## src/rtl/dmem_arbiter.sv

```systemverilog
// dmem_arbiter
// Two-port arbiter/sequencer in front of a single-port synchronous data
// memory (registered 1-cycle read, read-before-write). One transaction is
// outstanding at a time; out-of-range addresses get an error response and
// never touch the memory.
//
// Ports:
//   clk, rst_n            clock, synchronous active-low reset
//   a_req_* / b_req_*     request channel (valid/ready, we, addr, wdata);
//                         A = CPU load/store unit, B = debug/loader
//   a_rsp_* / b_rsp_*     response channel (valid/ready, rdata, err)
//   mem_addr/wdata/we     memory command outputs
//   mem_rdata             memory read data, valid the cycle after the address
module dmem_arbiter #(
    parameter int ADDR_W = 32,
    parameter int DATA_W = 32,
    parameter int DEPTH  = 1024,
    parameter bit FAIR   = 1'b1
) (
    input  logic              clk,
    input  logic              rst_n,

    input  logic              a_req_valid,
    output logic              a_req_ready,
    input  logic              a_req_we,
    input  logic [ADDR_W-1:0] a_req_addr,
    input  logic [DATA_W-1:0] a_req_wdata,
    output logic              a_rsp_valid,
    input  logic              a_rsp_ready,
    output logic [DATA_W-1:0] a_rsp_rdata,
    output logic              a_rsp_err,

    input  logic              b_req_valid,
    output logic              b_req_ready,
    input  logic              b_req_we,
    input  logic [ADDR_W-1:0] b_req_addr,
    input  logic [DATA_W-1:0] b_req_wdata,
    output logic              b_rsp_valid,
    input  logic              b_rsp_ready,
    output logic [DATA_W-1:0] b_rsp_rdata,
    output logic              b_rsp_err,

    output logic [ADDR_W-1:0] mem_addr,
    output logic [DATA_W-1:0] mem_wdata,
    output logic              mem_we,
    input  logic [DATA_W-1:0] mem_rdata
);

    typedef enum logic [1:0] {S_IDLE, S_MEM, S_CAP, S_RESP} state_e;

    localparam logic [ADDR_W-1:0] DEPTH_A = ADDR_W'(DEPTH);

    state_e                  state_q, state_d;
    logic                    owner_q, owner_d;   // 0 = A, 1 = B
    logic                    last_q, last_d;     // last granted port, 1 = B
    logic                    we_q, we_d;
    logic [ADDR_W-1:0]       addr_q, addr_d;
    logic [DATA_W-1:0]       wdata_q, wdata_d;
    // response registers, index 0 = A, 1 = B
    logic [1:0]              rvld_q, rvld_d;
    logic [1:0]              rerr_q, rerr_d;
    logic [1:0][DATA_W-1:0]  rdat_q, rdat_d;

    logic                    gnt_a, gnt_b;
    logic                    sel_we;
    logic [ADDR_W-1:0]       sel_addr;
    logic [DATA_W-1:0]       sel_wdata;
    logic                    own_rsp_ready;

    // In round-robin mode A only loses a tie when it was granted last;
    // with FAIR=0 A wins every tie.
    always_comb begin
        gnt_a = 1'b0;
        gnt_b = 1'b0;
        if (state_q == S_IDLE) begin
            gnt_a = a_req_valid & (~b_req_valid | ~FAIR | last_q);
            gnt_b = b_req_valid & ~gnt_a;
        end
    end

    assign a_req_ready = gnt_a;
    assign b_req_ready = gnt_b;

    assign sel_we    = gnt_b ? b_req_we    : a_req_we;
    assign sel_addr  = gnt_b ? b_req_addr  : a_req_addr;
    assign sel_wdata = gnt_b ? b_req_wdata : a_req_wdata;

    assign own_rsp_ready = owner_q ? b_rsp_ready : a_rsp_ready;

    always_comb begin
        state_d = state_q;
        owner_d = owner_q;
        last_d  = last_q;
        we_d    = we_q;
        addr_d  = addr_q;
        wdata_d = wdata_q;
        rvld_d  = rvld_q;
        rerr_d  = rerr_q;
        rdat_d  = rdat_q;
        case (state_q)
            S_IDLE: begin
                if (gnt_a || gnt_b) begin
                    owner_d = gnt_b;
                    last_d  = gnt_b;
                    if (sel_addr >= DEPTH_A) begin
                        // Rejected: command registers keep their old values
                        // so the bad address never shows on mem_addr.
                        rdat_d[gnt_b] = '0;
                        rerr_d[gnt_b] = 1'b1;
                        rvld_d[gnt_b] = 1'b1;
                        state_d       = S_RESP;
                    end else begin
                        we_d    = sel_we;
                        addr_d  = sel_addr;
                        wdata_d = sel_wdata;
                        state_d = S_MEM;
                    end
                end
            end
            S_MEM: state_d = S_CAP;
            S_CAP: begin
                // Read data for the MEM-cycle address is on mem_rdata now;
                // for a write it is the word before the write.
                rdat_d[owner_q] = mem_rdata;
                rerr_d[owner_q] = 1'b0;
                rvld_d[owner_q] = 1'b1;
                state_d         = S_RESP;
            end
            S_RESP: begin
                if (own_rsp_ready) begin
                    rvld_d[owner_q] = 1'b0;
                    state_d         = S_IDLE;
                end
            end
            default: state_d = S_IDLE;
        endcase
    end

    always_ff @(posedge clk) begin
        if (!rst_n) begin
            state_q <= S_IDLE;
            owner_q <= 1'b0;
            last_q  <= 1'b1;
            we_q    <= 1'b0;
            addr_q  <= '0;
            wdata_q <= '0;
            rvld_q  <= '0;
            rerr_q  <= '0;
            rdat_q  <= '0;
        end else begin
            state_q <= state_d;
            owner_q <= owner_d;
            last_q  <= last_d;
            we_q    <= we_d;
            addr_q  <= addr_d;
            wdata_q <= wdata_d;
            rvld_q  <= rvld_d;
            rerr_q  <= rerr_d;
            rdat_q  <= rdat_d;
        end
    end

    // Gated by rst_n so a reset landing in the MEM cycle cannot write.
    assign mem_we    = rst_n & (state_q == S_MEM) & we_q;
    assign mem_addr  = addr_q;
    assign mem_wdata = wdata_q;

    assign a_rsp_valid = rvld_q[0];
    assign a_rsp_err   = rerr_q[0];
    assign a_rsp_rdata = rdat_q[0];
    assign b_rsp_valid = rvld_q[1];
    assign b_rsp_err   = rerr_q[1];
    assign b_rsp_rdata = rdat_q[1];

endmodule

```

## config.mk

```make
export PLATFORM = sky130hd
export DESIGN_NAME = dmem_arbiter
export DESIGN_NICKNAME = d
export VERILOG_FILES = /design/src/rtl/dmem_arbiter.sv
export SDC_FILE = /design/constraint.sdc
export NUM_CORES = 1
export LEC_CHECK = 0
export BUFFER_PORTS_ARGS = -buffer_cell sky130_fd_sc_hd__buf_2
export CORE_MARGIN = 4
export CORE_UTILIZATION = 30
export CTS_BUF_LIST = sky130_fd_sc_hd__clkbuf_4 sky130_fd_sc_hd__clkbuf_8 sky130_fd_sc_hd__clkbuf_16
export DETAILED_ROUTE_END_ITERATION = 10
export GPL_TIMING_DRIVEN = 0
export PLACE_DENSITY = 0.59
export SETUP_SLACK_MARGIN = 0.02
export SYNTH_ARGS = -nofsm -noshare
export SYNTH_HDL_FRONTEND = slang
export SYNTH_SLANG_ARGS = --single-unit
export TNS_END_PERCENT = 20
```

## constraint.sdc

```tcl
create_clock -name clk -period 3.2 [get_ports clk]
set_clock_uncertainty 0.2 [all_clocks]
set_input_delay 0.16 -clock clk [delete_from_list [all_inputs] [get_ports clk]]
set_output_delay 0.16 -clock clk [all_outputs]
set_load 0.05 [all_outputs]
```

# Yosys cells after proc, flatten, opt, wreduce, memory -nomap -nowiden
# Index checks and enable logic that the tools add are counted.
# word_totals
inputBits	168
word_cells	77
reg_bits	137
# classes
n_eq_ne	6
n_bitwise	16
reduce_logical	11
n_mux	29
magnitude_cmp	5
# op_table
cell	n
$mux W32	4
$mux W64	2
$pmux W64 S2	1
$and A64 B64 Y64	1
$bwmux W64	1
$demux W32 S1	2
$not A64 Y64	1
$ge A32 B11 Y1 const B	1
$mux W2	8
$pmux W2 S4	1
$mux W1	6
$or A2 B2 Y2	3
$pmux W2 S3	1
$reduce_and A3 Y1	2
$and A1 B1 Y1	4
$and A2 B2 Y2	2
$eq A2 B2 Y1 const B	2
$lt A1 B2 Y1 const B	2
$ne A2 B1 Y1 const B	2
$pmux W2 S2	1
$reduce_and A2 Y1	2
$reduce_and A4 Y1	1
$not A1 Y1	3
$reduce_bool A3 Y1	1
10 further kinds	13

# Depth between registers and ports, before layout
# logic_depth
depth_word	15
ltp_mapped	10

# Worst setup path after synthesis
# No wires, ideal clock.
# synth_timing
path_type	register -> register
start	register state_q[0]
end	register rdat_q, in the netlist b_rsp_rdata[0]
stages_incl_launch_ff	11
arrival_ps	2017
slack_ps	853
setup_ps	130
cell_sequence	dfxtp_1 > inv_1 > ha_1 > buf_2 > a32o_1 > o211a_2 > a21oi_2 > and2_1 > clkbuf_1 > buf_2 > o22ai_1
# synth_between
elab_chain_cells	11
elab_cells_between_ends	21
cone_classes	order compare: 3; eq/ne: 3; mux: 8; bitwise: 2; reduce/logical: 5
# synth_lines
element	line	text
start, declared	53	state_e state_q, state_d;
start signal, assigned	151	state_q <= state_d;
branches (longest 11 deep; another with $ge A32 B11 Y1)	-	
end signal, assigned	159	rdat_q <= rdat_d;
end, declared	62	logic [1:0][DATA_W-1:0] rdat_q, rdat_d;
# Several ways; the timed one is not identified. The select of a mux whose other input is x is not followed.
# A chain may end at the register's enable or synchronous reset.

# Worst setup path in the final report
# layout_timing
start	register state_q[1]
end	output b_req_ready
# layout_between
elab_chain_cells	2
# layout_lines
element	line	text
$logic_not A2 Y1	75	if (state_q == S_IDLE) begin
$mux W1	75	
end, declared	34	output logic b_req_ready,
# No other way between the ends.

==> results.yml <==
final_layout:
  area_growth_syn_to_layout_pct: 65.2
  finish.utilization_pct: 51.2
  finalNetCount: 1273
  drive_gt1_share_pct: 32.3
synthesis:
  yosysUniqueCellTypes: 39
  synth_top_cell_area_share_pct: 48.6
  synth_most_common_cell: "nand2_1"
  yosys_most_used_dff: "dfxtp_1"
  yosysTopAreaCell: "dfxtp_1"
  yosys_warnings: 0
  netlist_area_um2: 5640
  syn_inst: 657
  ys_seq_elements: 137
  synth_nets: 830
  synth_common_cells: "nand2_1 (156), dfxtp_1 (137), nor2_1 (49)"
  synth_area_per_cell_um2: 8.58
  async_flop_share_pct: 0
  yosysSeqAreaShare_pct: 48.6
  ys_top_cells_by_area: "dfxtp_1 (49%), nand2_1 (10%), a311oi_1 (6.8%), a21boi_0 (4.4%), o21a_1 (4.3%)"
  synth_edf_count: 0
worst_setup_path:
  crit_buf_inv: 5
  crit_start: "state_q[1]$_SDFFE_PN0P_"
  worstSetupStartpointType: "flop"
  slowest_stage: "clkbuf_1"
  rrSetupSlack_ns: 0.35
  cp_common_cell: "buf_2"
  max_stage_delay_ns: 0.41
  cp_max_fo: 10
  crit_type: "reg2out"
  timing.rr.end: "b_rsp_rdata[13]$_SDFFE_PN0P_"
  path_cells: "inv_1, ha_1, nand3_2, buf_2, inv_2, clkbuf_1, buf_2"
  arrival_ns: 2.50
  reg2reg_from: "state_q[1]$_SDFFE_PN0P_"
  endpoint_kind: "output port"
  reg2reg_depth: 9
  path_delay_family: "buffers and inverters"
  worstPathRequired_ns: 2.84
  path_depth: 7
floorplan:
  core-area_um2: 18200
  io_pins: 303
  die_w_um: 145
  dieArea_um2: 21000
  start_util_pct: 31.0
  die_height_um: 145
  placementRows: 49
drt:
  route.antenna.remaining_nets: 0
  detail_route.vias_per_cell: 4.82
  top_layer: "met4"
  route.met2.wl_mm: 10.6
  route.detailed.wl_per_inst_um: 16.7
  met1_length_mm: 9.77
  wl_met3_mm: 1.24
  drt_iter0_markers: 298
  vias: 6463
  first_pass_iters: 4
  drc: 0
  wl_mm: 22.4
min_path:
  hp-class: "in2reg"
  min_to: "state_q[1]$_SDFFE_PN0P_"
  min_from: "a_rsp_ready"
  holdPathStages: 5
clock_tree:
  clk_pin_slew_ns: 0.06
  tritoncts: "yes"
  worstSkewPairLatency_ns: 0.41
  cts_buffers: 17
  htree_levels: 4
  clock_path_buffers: 2
  clock_sinks: 137
  cts-root-buf: "clkbuf_16"
run_status:
  outcome: "completed"
global_routing:
  grt_first_pass_wirelength_mm: 35.9
  grt_pass1_vias: 6721
  grt_use_total_pct: 20.9
  grt_max_degree: 17
  antenna_found_initial: 1
  grt-ovfl-total: 0
place:
  hpwl_mm: 15.7
  port_buffers: 301
  detailedPlace.worstSlack_ns: 0.186
  place_congestion: 0.830
timing:
  fin_ws_ns: 0.344
  period_share_pct: 89.2
  hold_violations: 0
  rsz0062_at_grt: "no"
  finalCriticalPeriod_ns: 2.86
  setup_violations: 0
  whs_ns: 0.0872
  slew_viol_final: 0
  tns_ns: 0
  worstMarginPinSlew_ns: 0.647
  slew_headroom_pct: 55.7
  clock.fmax_mhz: 350
flow_run:
  max_cap_viol_count: 0
pwr:
  p_leak_nw: 4.38
  power_density_nw_per_um2: 636
  ir_drop_mv: 0.387
## layout by cell type, fill, tap and decap left out, drive strengths merged, types with 7 or more instances in the layout
cell	n
inv	9
nor2	49
a21oi	7
and3	23
a311oi	44
dlygate4sd3	121
nor4	8
o21a	32
clkbuf	62
nand2	156
and2	34
a21boi	34
o22ai	32
buf	317
dfxtp	137
## cell type report
type / instances / area (µm²)
well taps: 229 / 287
flip-flops and latches: 137 / 2740
plain buffers: 56 / 231
fillers: 1745 / 8890
repair buffers: 424 / 2750
diodes: 1 / 2.50
clock buffers: 20 / 460
inverters: 8 / 30.0
clock inverters: 10 / 168
multi-input cells: 456 / 2650
## what timing repair did
action | 4_1_cts | 5_1_grt
resized for setup | 0 | 2
setup buffers | 0 | 2
hold buffers | 121 | 0
endpoints found under the setup margin | 0 | 76
hold endpoints to repair | 109 | 0
## routing by layer
metal | track usage [%] | vias up
met1 | 26.0 | 2979
met5 | 0 | -
li1 | - | 3186
met3 | 5.61 | 54
met4 | 8.93 | 0
met2 | 34.2 | 244
## sequential cells by signal, summed over array words and instances (netlist names), 2 cells and up
register / count
a_rsp_rdata: 32
b_rsp_rdata: 32
mem_addr: 32
mem_wdata: 32
rerr_q: 2
rvld_q: 2
state_q: 2
## per-stage QoR
| stage | total power, mW | cells | cell area, µm² |
|---|---|---|---|
| 2_1_floorplan | 3.17 | 657 | 5640 |
| 3_3_place_gp | 3.72 | 1187 | 7430 |
| 3_5_place_dp | 3.73 | 1187 | 7430 |
| 4_1_cts | 5.97 | 1338 | 9270 |
| 5_1_grt | 6.25 | 1341 | 9310 |
| 6_report | 5.93 | 1341 | 9310 |
## tightest hold or removal path, delay by kind of cell
family | cells | cell delay (ns)
buf+inv | 1 | 0.07
simple gates | 1 | 0.09
mux | 1 | 0.15
compound gates | 2 | 0.17
## power breakdown
group,switching [mW],total [mW],internal (mW)
combinational,1.26,1.88,0.621
sequential,0.0883,1.94,1.85
clock,0.760,2.11,1.35
## logic make-up (layout without fill, tap and decap cells)
logic type	after synthesis	in the layout	share of synthesized area, %
muxes	5	5	0.932
DFF	137	137	48.6
adders and majority gates	5	5	1.11
buffers and inverters	64	518	4.64
other	0	1	0
AOI/OAI and AO/OA	165	165	22.3
and+or+nand+nor	281	281	22.4
## worst max path at each step
stage                                   endpoint  slack (ns)
finish                               b_req_ready        0.34
global placement        mem_addr[1]$_SDFFE_PN0P_        0.20
floorplan            b_rsp_rdata[0]$_SDFFE_PN0P_        0.85
detailed placement  b_rsp_rdata[13]$_SDFFE_PN0P_        0.19
CTS                 b_rsp_rdata[13]$_SDFFE_PN0P_        0.16
global route        b_rsp_rdata[16]$_SDFFE_PN0P_        0.07
Power figures use the tool's default switching activity.
